`src/rtl/ppc_wb_trace_tx_pkg.sv`:
```
// Shared types, header layout and helpers for the architectural-write trace transmitter.
package ppc_wb_trace_tx_pkg;

    localparam logic [2:0] TRC_KIND_GPR = 3'd0;
    localparam logic [2:0] TRC_KIND_CR  = 3'd1;
    localparam logic [2:0] TRC_KIND_MSR = 3'd2;
    localparam logic [2:0] TRC_KIND_SPR = 3'd3;
    localparam logic [2:0] TRC_KIND_DM  = 3'd4;

    localparam int TRC_HDR_OVF_BIT  = 31;
    localparam int TRC_HDR_KIND_MSB = 30;
    localparam int TRC_HDR_KIND_LSB = 28;
    localparam int TRC_HDR_IDX_MSB  = 27;
    localparam int TRC_HDR_IDX_LSB  = 18;
    localparam int TRC_HDR_SEQ_MSB  = 15;
    localparam int TRC_HDR_SEQ_LSB  = 0;
    localparam int TRC_IDX_W        = 10;

    // Slot number equals the flag bit position and the emission order.
    localparam logic [2:0] SLOT_GPR  = 3'd0;
    localparam logic [2:0] SLOT_CR   = 3'd1;
    localparam logic [2:0] SLOT_MSR  = 3'd2;
    localparam logic [2:0] SLOT_SPR0 = 3'd3;
    localparam logic [2:0] SLOT_SPR1 = 3'd4;
    localparam logic [2:0] SLOT_DM   = 3'd5;

    typedef enum logic [2:0] {ST_IDLE, ST_HDR, ST_INSTR, ST_VAL, ST_ADDR} trc_state_t;

    typedef struct packed {
        logic [5:0]           flags;
        logic [31:0]          instr_w;
        logic [31:0]          instr_m;
        logic [4:0]           gpr_waddr;
        logic [31:0]          gpr_wd;
        logic [31:0]          cr_wd;
        logic [31:0]          msr_wd;
        logic [TRC_IDX_W-1:0] spr_waddr0;
        logic [31:0]          spr_wd0;
        logic [TRC_IDX_W-1:0] spr_waddr1;
        logic [31:0]          spr_wd1;
        logic [31:0]          dm_addr;
        logic [31:0]          dm_wd;
    } trc_bundle_t;

    localparam int TRC_BUNDLE_W = $bits(trc_bundle_t);

    function automatic logic [31:0] make_hdr(input logic ovf, input logic [2:0] kind,
                                             input logic [TRC_IDX_W-1:0] idx, input logic [15:0] seq);
        logic [31:0] h;
        h = 32'd0;
        h[TRC_HDR_OVF_BIT] = ovf;
        h[TRC_HDR_KIND_MSB:TRC_HDR_KIND_LSB] = kind;
        h[TRC_HDR_IDX_MSB:TRC_HDR_IDX_LSB] = idx;
        h[TRC_HDR_SEQ_MSB:TRC_HDR_SEQ_LSB] = seq;
        return h;
    endfunction

    function automatic logic [2:0] first_slot(input logic [5:0] f);
        logic [2:0] s;
        s = SLOT_GPR;
        for (int i = 5; i >= 0; i--) begin
            if (f[i]) s = 3'(i);
        end
        return s;
    endfunction

    function automatic logic [2:0] slot_kind(input logic [2:0] slot);
        logic [2:0] k;
        case (slot)
            SLOT_GPR:             k = TRC_KIND_GPR;
            SLOT_CR:              k = TRC_KIND_CR;
            SLOT_MSR:             k = TRC_KIND_MSR;
            SLOT_SPR0, SLOT_SPR1: k = TRC_KIND_SPR;
            default:              k = TRC_KIND_DM;
        endcase
        return k;
    endfunction

endpackage

```
`src/rtl/ppc_wb_trace_tx_fifo.sv`:
```
// Bundle FIFO; a push while full is still taken when a pop happens in the same cycle.
module ppc_wb_trace_tx_fifo #(
    parameter int DEPTH = 4,
    parameter int W     = 8
) (
    input  logic         clk,
    input  logic         rst_n,
    input  logic         push,
    input  logic [W-1:0] wdata,
    input  logic         pop,
    output logic [W-1:0] rdata,
    output logic         full,
    output logic         empty
);
    localparam int AW = $clog2(DEPTH);

    logic [W-1:0]  mem_r [DEPTH];
    logic [AW-1:0] wr_ptr_r;
    logic [AW-1:0] rd_ptr_r;
    logic [AW:0]   count_r;
    logic          wr_s;
    logic          rd_s;

    assign full  = (count_r == (AW+1)'(DEPTH));
    assign empty = (count_r == '0);
    assign rdata = mem_r[rd_ptr_r];

    // Qualify requests against occupancy.
    always_comb begin
        rd_s = pop & ~empty;
        wr_s = push & (~full | rd_s);
    end

    // Pointer and occupancy bookkeeping.
    always_ff @(posedge clk or negedge rst_n) begin
        if (!rst_n) begin
            wr_ptr_r <= '0;
            rd_ptr_r <= '0;
            count_r  <= '0;
        end else begin
            if (wr_s) wr_ptr_r <= wr_ptr_r + AW'(1);
            if (rd_s) rd_ptr_r <= rd_ptr_r + AW'(1);
            case ({wr_s, rd_s})
                2'b10:   count_r <= count_r + (AW+1)'(1);
                2'b01:   count_r <= count_r - (AW+1)'(1);
                default: count_r <= count_r;
            endcase
        end
    end

    // Storage array.
    always_ff @(posedge clk) begin
        if (wr_s) mem_r[wr_ptr_r] <= wdata;
    end
endmodule

```
`src/rtl/ppc_wb_trace_tx.sv`:
```
// Captures per-cycle architectural writes as bundles and serialises them as trace records
// on a 32-bit valid/ready stream.
module ppc_wb_trace_tx
    import ppc_wb_trace_tx_pkg::*;
#(
    parameter int FIFO_DEPTH = 4,
    parameter int SEQ_W      = 16,
    parameter int SPR_AW     = 10
) (
    input  logic              clk,
    input  logic              rst_n,
    input  logic              trc_en,
    input  logic [31:0]       instr_w,
    input  logic [31:0]       instr_m,
    input  logic              gpr_wr,
    input  logic [4:0]        gpr_waddr,
    input  logic [31:0]       gpr_wd,
    input  logic              cr_wr,
    input  logic [31:0]       cr_wd,
    input  logic              msr_wr,
    input  logic [31:0]       msr_wd,
    input  logic              spr_wr0,
    input  logic [SPR_AW-1:0] spr_waddr0,
    input  logic [31:0]       spr_wd0,
    input  logic              spr_wr1,
    input  logic [SPR_AW-1:0] spr_waddr1,
    input  logic [31:0]       spr_wd1,
    input  logic              dm_wr,
    input  logic [31:0]       dm_addr,
    input  logic [31:0]       dm_wd,
    output logic              trc_valid,
    input  logic              trc_ready,
    output logic [31:0]       trc_data,
    output logic [7:0]        trc_drops
);
    trc_bundle_t          cap_s, fifo_rd_s, work_r, nxt_s;
    trc_state_t           state_r;
    logic [2:0]           cur_r, nxt_slot_s;
    logic [SEQ_W-1:0]     seq_r;
    logic                 ovf_r;
    logic                 cap_req_s, fifo_full_s, fifo_empty_s;
    logic                 pop_s, drop_s, rec_done_s, load_s;
    logic [5:0]           rem_flags_s;
    logic [TRC_IDX_W-1:0] nxt_idx_s;
    logic [31:0]          instr_s, val_s, nxt_hdr_s;

    // Assemble this cycle's write-port snapshot.
    always_comb begin
        cap_s.flags      = {dm_wr, spr_wr1, spr_wr0, msr_wr, cr_wr, gpr_wr};
        cap_s.instr_w    = instr_w;
        cap_s.instr_m    = instr_m;
        cap_s.gpr_waddr  = gpr_waddr;
        cap_s.gpr_wd     = gpr_wd;
        cap_s.cr_wd      = cr_wd;
        cap_s.msr_wd     = msr_wd;
        cap_s.spr_waddr0 = TRC_IDX_W'(spr_waddr0);
        cap_s.spr_wd0    = spr_wd0;
        cap_s.spr_waddr1 = TRC_IDX_W'(spr_waddr1);
        cap_s.spr_wd1    = spr_wd1;
        cap_s.dm_addr    = dm_addr;
        cap_s.dm_wd      = dm_wd;
        cap_req_s        = trc_en & (|cap_s.flags);
    end

    ppc_wb_trace_tx_fifo #(.DEPTH(FIFO_DEPTH), .W(TRC_BUNDLE_W)) u_fifo (
        .clk   (clk),
        .rst_n (rst_n),
        .push  (cap_req_s),
        .wdata (cap_s),
        .pop   (pop_s),
        .rdata (fifo_rd_s),
        .full  (fifo_full_s),
        .empty (fifo_empty_s)
    );

    // Record-boundary decisions and selection of the next record to present.
    always_comb begin
        rem_flags_s = work_r.flags & ~(6'd1 << cur_r);
        rec_done_s  = trc_valid & trc_ready &
                      (((state_r == ST_VAL) & (cur_r != SLOT_DM)) | (state_r == ST_ADDR));
        pop_s       = ~fifo_empty_s & ((state_r == ST_IDLE) | (rec_done_s & (rem_flags_s == 6'd0)));
        drop_s      = cap_req_s & fifo_full_s & ~pop_s;
        load_s      = pop_s | (rec_done_s & (rem_flags_s != 6'd0));
        if (pop_s) begin
            nxt_s = fifo_rd_s;
        end else begin
            nxt_s       = work_r;
            nxt_s.flags = rem_flags_s;
        end
        nxt_slot_s = first_slot(nxt_s.flags);
        case (nxt_slot_s)
            SLOT_GPR:  nxt_idx_s = TRC_IDX_W'(nxt_s.gpr_waddr);
            SLOT_SPR0: nxt_idx_s = nxt_s.spr_waddr0;
            SLOT_SPR1: nxt_idx_s = nxt_s.spr_waddr1;
            default:   nxt_idx_s = {TRC_IDX_W{1'b0}};
        endcase
        nxt_hdr_s = make_hdr(ovf_r, slot_kind(nxt_slot_s), nxt_idx_s, 16'(seq_r));
        instr_s   = (cur_r == SLOT_DM) ? work_r.instr_m : work_r.instr_w;
        case (cur_r)
            SLOT_GPR:  val_s = work_r.gpr_wd;
            SLOT_CR:   val_s = work_r.cr_wd;
            SLOT_MSR:  val_s = work_r.msr_wd;
            SLOT_SPR0: val_s = work_r.spr_wd0;
            SLOT_SPR1: val_s = work_r.spr_wd1;
            default:   val_s = work_r.dm_wd;
        endcase
    end

    // Serialiser: the registered word only changes when idle or on an accepted handshake.
    always_ff @(posedge clk or negedge rst_n) begin
        if (!rst_n) begin
            state_r   <= ST_IDLE;
            work_r    <= '0;
            cur_r     <= SLOT_GPR;
            seq_r     <= '0;
            trc_valid <= 1'b0;
            trc_data  <= 32'd0;
        end else if (load_s) begin
            state_r   <= ST_HDR;
            work_r    <= nxt_s;
            cur_r     <= nxt_slot_s;
            trc_valid <= 1'b1;
            trc_data  <= nxt_hdr_s;
        end else if (rec_done_s) begin
            state_r      <= ST_IDLE;
            work_r.flags <= 6'd0;
            trc_valid    <= 1'b0;
            trc_data     <= 32'd0;
        end else if (trc_valid & trc_ready) begin
            case (state_r)
                ST_HDR: begin
                    state_r  <= ST_INSTR;
                    trc_data <= instr_s;
                    seq_r    <= seq_r + SEQ_W'(1);
                end
                ST_INSTR: begin
                    state_r  <= ST_VAL;
                    trc_data <= val_s;
                end
                ST_VAL: begin
                    state_r  <= ST_ADDR;
                    trc_data <= work_r.dm_addr;
                end
                default: begin
                    state_r   <= ST_IDLE;
                    trc_valid <= 1'b0;
                    trc_data  <= 32'd0;
                end
            endcase
        end
    end

    // Drop accounting; a drop coinciding with a header load stays pending for the following header.
    always_ff @(posedge clk or negedge rst_n) begin
        if (!rst_n) begin
            ovf_r     <= 1'b0;
            trc_drops <= 8'd0;
        end else begin
            if (drop_s) begin
                ovf_r <= 1'b1;
            end else if (load_s) begin
                ovf_r <= 1'b0;
            end
            if (drop_s && (trc_drops != 8'hFF)) begin
                trc_drops <= trc_drops + 8'd1;
            end
        end
    end
endmodule

```
`config.mk`:
```
export PLATFORM = sky130hd
export DESIGN_NAME = ppc_wb_trace_tx
export DESIGN_NICKNAME = d
export VERILOG_FILES = /design/src/rtl/ppc_wb_trace_tx_pkg.sv /design/src/rtl/ppc_wb_trace_tx_fifo.sv /design/src/rtl/ppc_wb_trace_tx.sv
export SDC_FILE = /design/constraint.sdc
export NUM_CORES = 2
export LEC_CHECK = 0
export CAP_MARGIN = 20
export CORE_MARGIN = 4
export CORE_UTILIZATION = 30
export DETAILED_ROUTE_END_ITERATION = 10
export MAX_ROUTING_LAYER = met4
export RECOVER_POWER = 100
export SETUP_SLACK_MARGIN = 0.5
export SLEW_MARGIN = 10
export SYNTH_ARGS = -nofsm -noshare
export SYNTH_HDL_FRONTEND = slang
export SYNTH_SLANG_ARGS = --single-unit
```
`constraint.sdc`:
```
create_clock -name clk -period 13.1 [get_ports clk]
set_input_delay 1.31 -clock clk [delete_from_list [all_inputs] [get_ports clk]]
set_output_delay 1.31 -clock clk [all_outputs]
set_load 0.03 [all_outputs]
```
## After elaboration in Yosys (flattened, before gate mapping)

Memory sizes are Yosys's and may differ from the RTL's.
Index checks and enable logic that the tools add are counted.
W data, S select, Z words.

| storage, ports and cells | value |
|---|---|
| memories | 1 |
| register bits after elaboration | 390 |
| output and inout bits | 41 |
| RAM bits | 1276 |
| word-level logic and storage cells | 119 |
| input port bits | 323 |

Memory list:

| name | depth | bits a word | rd ports | clocked after memory_dff | wr ports | RTL line | RTL |
|---|---|---|---|---|---|---|---|
| u_fifo.mem_r | 4 | 319 | 1 | 0 | 1 | ppc_wb_trace_tx_fifo.sv:17 | `logic [W-1:0] mem_r [DEPTH];` |

| cells by class | value |
|---|---|
| shift-type cells | 1 |
| equal/unequal tests | 19 |
| bitwise operators | 22 |
| reduce and logical (&&, ||, !) cells | 17 |
| muxes and demuxes | 30 |
| add/subtract/negate cells | 6 |

Operators by type and width:

| operator | number |
|---|---|
| $mux W319 | 1 |
| $pmux W32 S5 | 1 |
| $mux W32 | 4 |
| $pmux W32 S3 | 1 |
| $pmux W10 S3 | 1 |
| $mux W3 | 9 |
| $eq A3 B2 Y1 const B | 6 |
| $add A16 B1 Y16 const B | 1 |
| $eq A3 B3 Y1 const B | 5 |
| $logic_not A3 Y1 | 4 |
| $mux W6 | 2 |
| $pmux W3 S4 | 1 |
| $and A1 B1 Y1 | 11 |
| $eq A3 B1 Y1 const B | 3 |
| $pmux W3 S3 | 1 |
| $add A8 B1 Y8 const B | 1 |
| $mux W1 | 8 |
| $ne A8 B8 Y1 const B | 1 |
| $and A6 B6 Y6 | 1 |
| $logic_not A6 Y1 | 1 |
| $not A6 Y6 | 1 |
| $pmux W3 S2 | 1 |
| $reduce_bool A2 Y1 | 3 |
| $reduce_bool A6 Y1 | 1 |
| 17 further kinds | 26 |

## Logic depth before layout (Yosys ltp)

| depth | value |
|---|---|
| depth in word-level cells | 18 |
| gate-level depth with buffers | 15 |
| depth with buffers taken out | 11 |

## Hierarchy

From an unflattened synthesis, not the netlist that was laid out.

| second synthesis, totals | value |
|---|---|
| cell total of the unflattened synthesis | 3665 |
| area total of the unflattened synthesis | 63822.5 um^2 |

Modules (own cells, without submodules):

| module | times used | sequential area each (um^2) | cells each | area an instance (um^2) |
|---|---|---|---|---|
| ppc_wb_trace_tx_fifo | 1 | 38491.9 | 1705 | 46492.1 |
| ppc_wb_trace_tx | 1 | 9584.2 | 1960 | 17330.4 |

## Worst setup path after synthesis

No wires, ideal clock.

| timing | value |
|---|---|
| path type | input to register |
| start point | input trc_ready |
| end point | memory u_fifo.mem_r[0][0] (netlist bit), enable pin |
| path buffers | 0 |
| arrival time | 9.747 ns |
| data required time | 12.378 ns |
| setup time | 0.722 ns |
| setup slack | 2.631 ns |
| cell stages on the path | 5 |
| cells stage by stage | and2_1 a32oi_1 or4_4 a31oi_1 and2_1 |

| between the ends | value |
|---|---|
| longest elaborated chain between the ends | 10 |

RTL lines:

| item | RTL line | RTL |
|---|---|---|
| from (decl) | ppc_wb_trace_tx.sv:32 | `input logic trc_ready,` |
| $and A1 B1 Y1 (2 in series) | ppc_wb_trace_tx.sv:79 | `rec_done_s = trc_valid & trc_ready &` |
| $and A1 B1 Y1 | ppc_wb_trace_tx.sv:81 | `pop_s = ~fifo_empty_s & ((state_r == ST_IDLE) \| (rec_done_s & (rem_flags_s == 6'd0)));` |
| $or A1 B1 Y1 | ppc_wb_trace_tx.sv:81 |  |
| $and A1 B1 Y1 | ppc_wb_trace_tx.sv:81 |  |
| $and A1 B1 Y1 | ppc_wb_trace_tx_fifo.sv:30 | `rd_s = pop & ~empty;` |
| $or A1 B1 Y1 | ppc_wb_trace_tx_fifo.sv:31 | `wr_s = push & (~full \| rd_s);` |
| $and A1 B1 Y1 | ppc_wb_trace_tx_fifo.sv:31 |  |
| $mux W1 | ppc_wb_trace_tx_fifo.sv:53 | `if (wr_s) mem_r[wr_ptr_r] <= wdata;` |
| $mux W1 (not written as such) | ppc_wb_trace_tx_fifo.sv:53 |  |
| to (decl) | ppc_wb_trace_tx_fifo.sv:17 |  |

No other way between the ends.

## Worst setup path in the final report

| timing | value |
|---|---|
| start point | input trc_ready |
| end point | register trc_data[3] |

| between the ends | value |
|---|---|
| longest elaborated chain between the ends | 7 |
| elaborated cells between the ends (all ways) | 10 |
| those cells by class | mux: 2; bitwise: 7; reduce/logical: 1 |

RTL lines:

| item | RTL line | RTL |
|---|---|---|
| $and A1 B1 Y1 * | ppc_wb_trace_tx.sv:79, ppc_wb_trace_tx.sv:129 |  |
| $and A1 B1 Y1 | ppc_wb_trace_tx.sv:79 |  |
| $and A1 B1 Y1 | ppc_wb_trace_tx.sv:81 |  |
| $or A1 B1 Y1 | ppc_wb_trace_tx.sv:81 |  |
| $and A1 B1 Y1 | ppc_wb_trace_tx.sv:81 |  |
| $or A1 B1 Y1 | ppc_wb_trace_tx.sv:83 | `load_s = pop_s \| (rec_done_s & (rem_flags_s != 6'd0));` |
| $reduce_bool A3 Y1 (no source line) or $mux W32 (tied branches) | -- |  |
| to (signal assigned) | ppc_wb_trace_tx.sv:123 | `trc_data <= nxt_hdr_s;` |
| to (signal assigned) | ppc_wb_trace_tx.sv:133 | `trc_data <= instr_s;` |
| to (signal assigned) | ppc_wb_trace_tx.sv:138 | `trc_data <= val_s;` |
| to (decl) | ppc_wb_trace_tx.sv:33 | `output logic [31:0] trc_data,` |

Mark *: on every way between the ends. The rest lies on a longest branch, timed or not.
A chain may end at the register's enable or synchronous reset.

==> out/results.md <==
| Group | Result | This run |
|---|---|---|
| route | DRC viols | 0 |
| global route | Largest net degree at the start of global routing | 194 |
| floorplanning | Horizontal die dimension | 468 µm |
| job | Max capacitance violation total | 15 |
| critical path | Data arrival time of the critical path | 9.40 ns |
| critical path | Worst-path fanout max | 77 |
| power and ir drop | Cell area power density | 235 nW/µm² |
| power and ir drop | Peak VDD IR | 0.203 mV |
| sta | Worst relative slew slack | -203% |
| clocking | H-tree depth | 4 |
| logic synthesis | Share of flip-flops with an asynchronous set or reset after synthesis | 23.4% |
| route | 1st-iter DRT viols | 3240 |
| placed design | Number of instances in the placed design | 6683 |
| run status | Violations in the final reports | capacitance limit, slew limit |
| hold path | Min-Delay Path Depth | 2 |
| sta | Final critical-path setup slack | 4.36 ns |
| route | Post-DR wirelength/cell | 25.2 µm |
| critical path | Reg2reg start | state_r[2] |
| hold path | Min-delay src | work_r[91] |
| power and ir drop | Relative contribution of the clock network to total power | 27.6% |
| power and ir drop | Switch share | 32.9% |
| critical path | Worst endpoint required time | 13.77 ns |
| sta | Worst Tran Pin Value | 4.55 ns |
| critical path | Kind of end point of the critical path | flop |
| critical path | Reg2reg end | u_fifo.mem_r[3][39] |
| floorplanning | Area of the die | 219000 µm² |
| logic synthesis | Most used flip-flop cell after synthesis | sky130_fd_sc_hd__edfxtp_1 |
| global route | Total grt overflow | 0 |
| global route | Overall fraction of global-route tracks in use | 16.5% |
| power and ir drop | Internal Pwr Total | 12.0 mW |
| floorplanning | Count of boundary I/O pins | 364 |
| power and ir drop | Static Leak | 26.9 nW |
| logic synthesis | Most area-consuming cells after synthesis | sky130_fd_sc_hd__edfxtp_1, sky130_fd_sc_hd__dfrtp_1, sky130_fd_sc_hd__mux4_2 |
| logic synthesis | Number of synthesized flops with an enable pin | 1276 |
| clocking | Number of gates resized after cts | 0 |
| power and ir drop | Combinational fraction of design power | 28.5% |
| sta | Clock period minus worst slack | 8.74 ns |
| sta | Final worst clock skew | 0.0365 ns |
| cells and area | Final cell count without fillers | 7088 |
| global route | Wire length of the first global-routing pass | 254000 µm |
| global route | Met3 Resource Use GR | 4.51% |
| clocking | Clock insertion delay at the later pin of the skew report | 0.81 ns |
| floorplanning | Cell row count | 168 |
| cells and area | Area growth from synthesis to layout | 20.1% |
| logic synthesis | Cell taking the most area after synthesis | sky130_fd_sc_hd__edfxtp_1 |
| sta | Total negative slack | 0 ns |
| power and ir drop | Switching power of the nets | 5.88 mW |
| clocking | CTS sink count | 1666 |
| cells and area | NumNets Final | 4385 |
| logic synthesis | Per-instance average area after synthesis | 17.3 µm² |
| power and ir drop | Sequential fraction of design power | 43.9% |
| global route | Vias in the first global route | 34288 |
| floorplanning | Die Span Y | 468 µm |
| floorplanning | Core Area | 210000 µm² |
| placed design | Port Buf Inserts | 363 |
| sta | Setup-failing EPs final | 0 |
| logic synthesis | Synthesized flop and latch total | 1666 |
| run status | Run status | finished, violations left |
| logic synthesis | Distinct cell type count of the synthesized netlist | 64 |
| critical path | Worst R2R Path Depth | 6 |
| route | Vias | 34453 |
| route | Avg Vias per Cell | 4.86 |
| logic synthesis | Post-Synthesis Net Count | 3990 |
| logic synthesis | Synthesized area | 63400 µm² |
| logic synthesis | Post-synthesis instance total | 3659 |
| placed design | Post-Place Setup Slack | 6.72 ns |
| sta | Highest clock rate | 0.114 GHz |
| placed design | Placed wire-length estimate | 115000 µm |
| clocking | Largest buffer count on any clock path | 3 |
| logic synthesis | Fraction of the yosys area taken by sequential cells | 75.8% |
| cells and area | Share of final-layout standard cells stronger than drive strength 1 | 15.7% |
| route | Overall routed net length | 179000 µm |
| clocking | TritonCTS clock tree | yes |
| global route | Met1 track utilization from global routing | 21.7% |
| floorplanning | Starting density of the core | 30.2% |
| global route | Highest-utilization routing layer at the global route stage | met2 |
| global route | Met2 global-route usage | 25.2% |
| clocking | Post-CTS clock slew at the launch and capture registers of the worst setup and hold paths | 0.06 ns |
| route | Iteration count of the initial detailed-routing pass | 5 |
| hold path | Class of the tightest hold or removal check | flop to flop |
| clocking | Post-CTS Repair Setup Buffers | 0 |
| sta | Max Transition Viols Final | 840 |
| critical path | Worst setup path class | input pin to flop |
| clocking | Library cell used as clock root buffer | sky130_fd_sc_hd__clkbuf_16 |
| sta | Final Hold Fails | 0 |
| logic synthesis | Proportion of netlist area held by the largest area contributor | 60.4% |
| critical path | Worst R2R Setup Slack | 4.53 ns |
| placed design | Routability cong. | 0.798 |
| sta | Unrepaired setup endpoints after global routing | false |
| hold path | Min-Delay Endpoint | work_r[91] |
| critical path | Crit start category | input pin |
| sta | Period utilisation layout | 66.7% |
| route | Number of nets with antenna violations after routing | 0 |
| global route | Number of antenna violations at the first check in global routing | 150 |
| clocking | Hold_buf cts | 0 |
| logic synthesis | Total of warnings raised by yosys | 0 |
| clocking | Total CTS buffers | 172 |
==> power by group through the flow <==
stage	logic, mW	registers (mW)	clock network (mW)
2_1_floorplan	3.31	8.01	0
3_3_place_gp	5.17	7.86	0
3_5_place_dp	5.21	7.91	0
4_1_cts	5.23	7.82	5.04
5_1_grt	5.52	7.97	5.28
6_report	5.10	7.85	4.93
==> worst max path at each step <==
stage | startpoint | end | slack [ns] | cells past startpoint
final | trc_ready | trc_data[3] | 4.36 | 10
after global routing | trc_ready | trc_data[3] | 3.77 | 10
after CTS | trc_ready | u_fifo.mem_r[2][279] | 7.59 | 8
after detailed placement | trc_ready | u_fifo.mem_r[3][289] | 6.72 | 8
after global placement | trc_ready | u_fifo.mem_r[2][45] | 6.73 | 8
after floorplan | trc_ready | u_fifo.mem_r[0][0] | 2.63 | 5
==> routing by layer <==
layer,share of wire (%),vias up
met5,0,-
met4,3.4,0
met3,8.0,349
met2,47,1344
li1,-,14822
met1,42,17938
==> placed cells by master, fill, tap and decap left out, types with 8 or more instances in the layout <==
| cell | instances |
|---|---|
| sky130_fd_sc_hd__a21oi_1 | 8 |
| sky130_fd_sc_hd__a221o_1 | 17 |
| sky130_fd_sc_hd__a221oi_1 | 11 |
| sky130_fd_sc_hd__a22oi_1 | 97 |
| sky130_fd_sc_hd__a31oi_1 | 55 |
| sky130_fd_sc_hd__buf_12 | 9 |
| sky130_fd_sc_hd__buf_4 | 31 |
| sky130_fd_sc_hd__bufinv_16 | 14 |
| sky130_fd_sc_hd__clkbuf_1 | 51 |
| sky130_fd_sc_hd__clkbuf_16 | 174 |
| sky130_fd_sc_hd__clkbuf_8 | 16 |
| sky130_fd_sc_hd__clkinv_1 | 23 |
| sky130_fd_sc_hd__clkinv_2 | 25 |
| sky130_fd_sc_hd__dfrtp_1 | 388 |
| sky130_fd_sc_hd__diode_2 | 82 |
| sky130_fd_sc_hd__dlygate4sd3_1 | 361 |
| sky130_fd_sc_hd__edfxtp_1 | 1276 |
| sky130_fd_sc_hd__inv_1 | 13 |
| sky130_fd_sc_hd__inv_16 | 8 |
| sky130_fd_sc_hd__mux2_1 | 9 |
| sky130_fd_sc_hd__mux2_2 | 22 |
| sky130_fd_sc_hd__mux2i_1 | 32 |
| sky130_fd_sc_hd__mux4_2 | 319 |
| sky130_fd_sc_hd__nand2_1 | 972 |
| sky130_fd_sc_hd__nand3_1 | 11 |
| sky130_fd_sc_hd__nand4_1 | 11 |
| sky130_fd_sc_hd__nor2_1 | 48 |
| sky130_fd_sc_hd__o21ai_0 | 56 |
| sky130_fd_sc_hd__xnor2_1 | 22 |
==> area by class of cell <==
class	instances	area, µm²
diodes	82	205
clock inverters	88	1000
repair buffers	412	4090
clock buffers	233	4740
flip-flops and latches	1666	48100
multi-input cells	1788	14500
fillers	19632	134000
inverters	14	60.1
well taps	2805	3510
==> logic make-up after synthesis <==
group | share of synthesized area [%]
multiplexers | 12.4
flip-flops | 75.8
AND/OR/NAND/NOR | 6.87
buffers and inverters | 1.39
adder cells (fa/ha/maj) | 0.170
XOR/XNOR | 0.400
AO/OA/AOI/OAI | 3.00
==> stage by stage <==
| step | instance area, µm² | hold WS [ns] | power (mW) | util, % |
|---|---|---|---|---|
| finish | 76200 | 0.473 | 17.9 | 36.3 |
| global route | 76100 | 0.492 | 18.8 | 36.3 |
| CTS | 76000 | 0.441 | 18.1 | 36.2 |
| detailed placement | 70300 | 0.459 | 13.1 | 33.5 |
| global placement | 70300 | 0.453 | 13.0 | 33.5 |
| floorplan | 63400 | 0.440 | 11.3 | - |
==> critical path, cell delays in order <==
cell	delay, ns
sky130_fd_sc_hd__dlygate4sd3_1	0.68
sky130_fd_sc_hd__and2_0	0.25
sky130_fd_sc_hd__a32oi_1	0.24
sky130_fd_sc_hd__nor4_1	0.15
sky130_fd_sc_hd__nand2_1	2.33
sky130_fd_sc_hd__clkbuf_1	2.33
sky130_fd_sc_hd__nand2_1	1.38
sky130_fd_sc_hd__buf_12	0.48
sky130_fd_sc_hd__nor2_1	0.12
sky130_fd_sc_hd__a31oi_1	0.06
==> state kept, by name (all words and copies together) (netlist names) <==
| register | flops |
|---|---|
| u_fifo.mem_r | 1276 |
| u_fifo.count_r | 3 |
| cur_r | 3 |
| work_r | 319 |
| trc_drops | 8 |
| u_fifo.wr_ptr_r | 2 |
| trc_valid | 1 |
| seq_r | 16 |
| u_fifo.rd_ptr_r | 2 |
| ovf_r | 1 |
| state_r | 3 |
| trc_data | 32 |
==> cell usage after synthesis, types with 3 or more instances <==
library cell and count:
sky130_fd_sc_hd__a21oi_1 9, sky130_fd_sc_hd__dfrtp_1 390, sky130_fd_sc_hd__nor3_1 8, sky130_fd_sc_hd__ha_1 7, sky130_fd_sc_hd__mux4_2 319, sky130_fd_sc_hd__and2_1 5
sky130_fd_sc_hd__mux2i_1 32, sky130_fd_sc_hd__buf_2 70, sky130_fd_sc_hd__and3_1 7, sky130_fd_sc_hd__edfxtp_1 1276, sky130_fd_sc_hd__nor4_1 3, sky130_fd_sc_hd__a31oi_1 55
sky130_fd_sc_hd__nand2b_1 4, sky130_fd_sc_hd__a22oi_1 97, sky130_fd_sc_hd__o22a_1 5, sky130_fd_sc_hd__nor2b_1 7, sky130_fd_sc_hd__a221o_1 17, sky130_fd_sc_hd__mux2_2 29
sky130_fd_sc_hd__xnor2_1 22, sky130_fd_sc_hd__xor2_1 7, sky130_fd_sc_hd__buf_1 14, sky130_fd_sc_hd__nand4_1 11, sky130_fd_sc_hd__nor2_1 49, sky130_fd_sc_hd__o21ai_0 57
sky130_fd_sc_hd__clkbuf_1 102, sky130_fd_sc_hd__nand3_1 11, sky130_fd_sc_hd__nand2_1 972, sky130_fd_sc_hd__or3_1 6, sky130_fd_sc_hd__inv_1 13, sky130_fd_sc_hd__buf_4 3
sky130_fd_sc_hd__a221oi_1 11
Note: power is estimated with default switching activity, not from simulation.
